`config.mk`:
```
export PLATFORM = sky130hd
export DESIGN_NAME = program_loader
export DESIGN_NICKNAME = d
export VERILOG_FILES = /design/src/rtl/program_loader.sv
export SDC_FILE = /design/constraint.sdc
export NUM_CORES = 1
export LEC_CHECK = 0
export BUFFER_PORTS_ARGS = -buffer_cell sky130_fd_sc_hd__buf_2
export CAP_MARGIN = 5
export CORE_MARGIN = 1
export CORE_UTILIZATION = 30
export CTS_BUF_LIST = sky130_fd_sc_hd__clkbuf_8
export DETAILED_ROUTE_END_ITERATION = 8
export GPL_TIMING_DRIVEN = 0
export PLACE_DENSITY = 0.49
export SYNTH_ARGS = -nofsm -noshare
export SYNTH_HDL_FRONTEND = slang
export SYNTH_SLANG_ARGS = --single-unit
```
`constraint.sdc`:
```
create_clock -name clock -period 2.7 [get_ports clock]
set_clock_uncertainty 0.05 [all_clocks]
set_input_delay 0.27 -clock clock [delete_from_list [all_inputs] [get_ports clock]]
set_output_delay 0.27 -clock clock [all_outputs]
set_load 0.01 [all_outputs]
```
`src/rtl/program_loader.sv`:
```
// Serial program loader: receives a 16-bit word count followed by little-endian
// instruction bytes and writes each assembled word into instruction memory.
module program_loader #(
  parameter int PC_SIZE = 10,
  parameter int PC_STEP = 4
) (
  input  logic               clock,
  input  logic               reset,
  input  logic               start,
  input  logic [7:0]         byte_in,
  input  logic               byte_valid,
  output logic               byte_ready,
  output logic               rw,
  output logic [PC_SIZE-1:0] PC_write,
  output logic [31:0]        instruction_in,
  output logic               reset_IF_memory,
  output logic               core_reset,
  output logic               done,
  output logic               error
);

  localparam int CAP = (2 ** PC_SIZE) / PC_STEP;
  localparam logic [PC_SIZE-1:0] STEP = PC_SIZE'(PC_STEP);

  typedef enum logic [2:0] {
    IDLE, CLEAR, LEN0, LEN1, DATA, WRITE, DONE, ERR
  } state_t;

  state_t      state, next_state;
  logic [7:0]  len_lo;
  logic [15:0] word_total;
  logic [15:0] word_count;
  logic [1:0]  byte_count;
  logic        xfer;
  logic [15:0] len_next;

  assign xfer     = byte_valid && byte_ready;
  assign len_next = {byte_in, len_lo};

  always_ff @(posedge clock or posedge reset) begin
    if (reset) state <= IDLE;
    else       state <= next_state;
  end

  always_comb begin
    next_state = state;
    case (state)
      IDLE, DONE, ERR: if (start) next_state = CLEAR;
      CLEAR:           next_state = LEN0;
      LEN0:            if (xfer) next_state = LEN1;
      LEN1: begin
        if (xfer) begin
          if (len_next == 16'd0)                next_state = DONE;
          else if ({16'd0, len_next} > 32'(CAP)) next_state = ERR;
          else                                  next_state = DATA;
        end
      end
      DATA:  if (xfer && byte_count == 2'd3) next_state = WRITE;
      WRITE: begin
        if (word_count + 16'd1 == word_total) next_state = DONE;
        else                                  next_state = DATA;
      end
      default: next_state = IDLE;
    endcase
  end

  always_comb begin
    byte_ready      = (state == LEN0) || (state == LEN1) || (state == DATA);
    rw              = (state == WRITE);
    reset_IF_memory = (state == CLEAR);
    core_reset      = (state != DONE);
    done            = (state == DONE);
    error           = (state == ERR);
  end

  // Bytes shift in from the top so the first byte ends up in [7:0] after four transfers.
  always_ff @(posedge clock or posedge reset) begin
    if (reset) begin
      PC_write       <= '0;
      instruction_in <= '0;
      len_lo         <= '0;
      word_total     <= '0;
      word_count     <= '0;
      byte_count     <= '0;
    end else begin
      case (state)
        IDLE, DONE, ERR: begin
          if (start) begin
            PC_write   <= '0;
            word_count <= '0;
            byte_count <= '0;
          end
        end
        LEN0: if (xfer) len_lo <= byte_in;
        LEN1: if (xfer) word_total <= len_next;
        DATA: begin
          if (xfer) begin
            instruction_in <= {byte_in, instruction_in[31:8]};
            byte_count     <= byte_count + 2'd1;
          end
        end
        WRITE: begin
          PC_write   <= PC_write + STEP;
          word_count <= word_count + 16'd1;
        end
        default: ;
      endcase
    end
  end

endmodule

```
==> metrics.cfg <==
[timing]
max_freq_ghz=0.395
fin_crit_ns=2.53
tns_ns=0
finalSetupViolCount=0
hold_violations=0
drv_slew=0
rsz0062_at_grt=no
slew_headroom_pct=57.9
period_share_pct=93.8
worst_slew_pin_slew_ns=0.629

[global_routing]
grt_pass1_vias=2964
top_usage_layer=met2
use_met2_pct=21.6
grtUsageMet1_pct=19.2
grt_start_max_net_pins=70
antenna_found_initial=0
gr-total-overflow=0
grt_use_met3_pct=4.65
grt_usage_pct=14.2
grt_pass1_wl_um=15900

[synth]
synth-xor-area-share_pct=4.72
synthAdderAreaFrac_pct=0.880
synth-main-ff-cell=dfrtp_1
synth_top_family_by_area=multiplexers
ys_ff_latch=85
synth_compound_area_share_pct=11.7
synth_cells=387
synth-edff-count=0
synth_simple_gate_area_share_pct=12.4
async_flop_share_pct=100
syn_avg_cell_area_um2=11.0
synth_warnings=0
syn_area_um2=4260
ys_seq_area_share_pct=49.9
synthMuxAreaShare_pct=16.1
synth_cell_types=53

[layout]
drive_gt1_share_pct=34.1
diodes=0
multi_input_area_um2=1970
area_growth_syn_to_layout_pct=18.3
ff_latch_area_um2=2130
final_cell_mix=dfrtp_1 (85), buf_2 (69), mux2_2 (48)
num-nets-final=473
final_common_cell=dfrtp_1
postLayoutCoreUtil_pct=36.3
fillers=1420
stdcell_count=643

[detailed_routing]
firstDrtPassIters=4
routedWlPerCell_um=15.1
via_per_inst=4.85
vias=3116
drt_iter0_drc=134
final_antenna_net_count=0
wl_um=9730
drc_errors=0

[clock_tree]
htreeDepth=3
cts.sinks=85
cts_root_buffer=clkbuf_8
cts.clk_slew.worst_paths_ns=0.09
numCtsBuffers=9
cts_buffer_depth=2
cts_tree=done
clock_latency_ns=0.37

[place]
dp_cells=626
dp_hpwl_um=7040
gp_congestion=0.816
placement.io_buffers=57

[setup_path]
critical_path_peak_fanout=10
critPathRequiredTime_ns=2.38
startpoint_type=flip-flop
path_class=flip-flop to output pin
cp.buffers_inverters=6
path_common_cell=buf_6
critical-path-top-delay-family=buffers and inverters
max_stage_delay_ns=0.47
path_cells=buf_6 -> inv_1 -> nand3_1 -> buf_6 -> clkinv_2 -> clkbuf_1 -> buf_2
cp.arrival_ns=2.21
end_kind=output pin
slowest_stage=dfrtp_1

[power_and_ir_drop]
p_clk_share_pct=20.2
p_sw_w=0.00174
intPower_w=0.00307
power_frac_seq_pct=42.0
power_w=0.00481
ir_drop_uv=577
power_frac_comb_pct=37.8
p_leak_nw=2.39
p_per_area_nw_per_um2=954
swShare_pct=36.2

[die]
die_w_um=121
core-area_um2=13900
die_area_um2=14700
rows=43
die-height_um=121
boundaryPins=60
initial_utilization_pct=30.7

[outcome]
status=finished clean

[run]
drv_cap=0

[worst_hold_path]
hp-class=input port to flip-flop

cell usage after synthesis (3+ instances only):
master,count,area share (%)
a21oi_1,8,0.94
and2_1,3,0.44
and3_1,5,0.73
and4_1,4,0.82
buf_2,12,1.4
buf_6,3,0.79
clkbuf_1,5,0.44
dfrtp_1,85,50
ha_1,3,0.88
inv_1,5,0.44
mux2_2,48,13
mux2_4,9,3.2
nand2_1,28,2.5
nand2b_1,3,0.44
nand3_1,20,2.3
nand4_1,8,1.2
nor2_1,22,1.9
nor3_1,5,0.59
nor4_1,4,0.59
o21ai_0,37,4.3
o31ai_1,9,1.6
xnor2_1,12,2.5
xor2_1,11,2.3
worst reg2reg max path, stage by stage (launching register included):
cell and delay, ns:
dfrtp_1 0.46, ha_1 0.33, nand3_1 0.19, nor2_2 0.27, nand2_1 0.13, a2111oi_0 0.35, o311ai_1 0.20, o41ai_2 0.30
through the flow:
| step | cell area [µm²] | setup WS, ns | hold WS, ns |
|---|---|---|---|
| finish | 5040 | 0.168 | 0.139 |
| global route | 5040 | 0.0318 | 0.110 |
| CTS | 5030 | 0.0361 | 0.116 |
| detailed placement | 4810 | 0.120 | 0.184 |
| global placement | 4780 | -0.921 | 0.428 |
| floorplan | 4270 | 0.187 | 0.369 |
area by class of cell:
type | count | share of cell area [%]
flip-flops and latches | 85 | 42.2
multi-input cells | 272 | 39.1
repair buffers | 59 | 6.40
well taps | 180 | 4.46
plain buffers | 24 | 3.03
clock buffers | 10 | 2.73
clock inverters | 6 | 1.56
inverters | 7 | 0.595
layer usage:
layer  vias up  part of all wire (%)
met5         -                     0
met4         0                   1.1
met3         8                   5.4
met2        74                    45
met1      1503                    49
li1       1531                     -
state kept, by name (all words and copies together), names as in the netlist:
register / count
PC_write: 8
word_total: 16
word_count: 16
byte_count: 2
len_lo: 8
instruction_in: 32
state: 3
path summary, 6_finish.rpt:
| kind | start | slack (ns) | cells after the start | endpoint |
|---|---|---|---|---|
| max | state[1] | 0.17 | 7 | rw |
| min | byte_in[4] | 0.14 | 2 | instruction_in[28] |
| max reg2reg | word_count[0] | 0.32 | 7 | state[1] |
| min reg2reg | PC_write[9] | 0.44 | 1 | PC_write[9] |
| max in group asynchronous | reset | 1.67 | 4 | len_lo[0] |
| min in group asynchronous | reset | 0.33 | 3 | word_count[8] |
power by group through the flow:
stage	logic (W)	clock network [W]	registers, W
2_1_floorplan	0.00126	0	0.00203
3_3_place_gp	0.00179	0	0.00204
3_5_place_dp	0.00182	0	0.00205
4_1_cts	0.00183	0.00101	0.00203
5_1_grt	0.00198	0.00107	0.00209
6_report	0.00182	0.000970	0.00202
timing repair:
| item | 4_1_cts | 5_1_grt |
|---|---|---|
| setup buffers | 0 | 0 |
| hold buffers | 1 | 0 |
| setup endpoints to repair | 0 | 1 |
| gates resized for setup | 0 | 2 |
| hold endpoints to repair | 16 | 0 |
kinds of logic (layout without fill, tap and decap cells):
kind of cell    Yosys count  in the layout
other cells               1              2
buf+inv                  31            106
flops                    85             85
mux                      58             58
xor+xnor                 23             23
simple gates            107            107
fa+ha+maj                 3              3
compound gates           79             79
(Power assumes the default switching activity.)
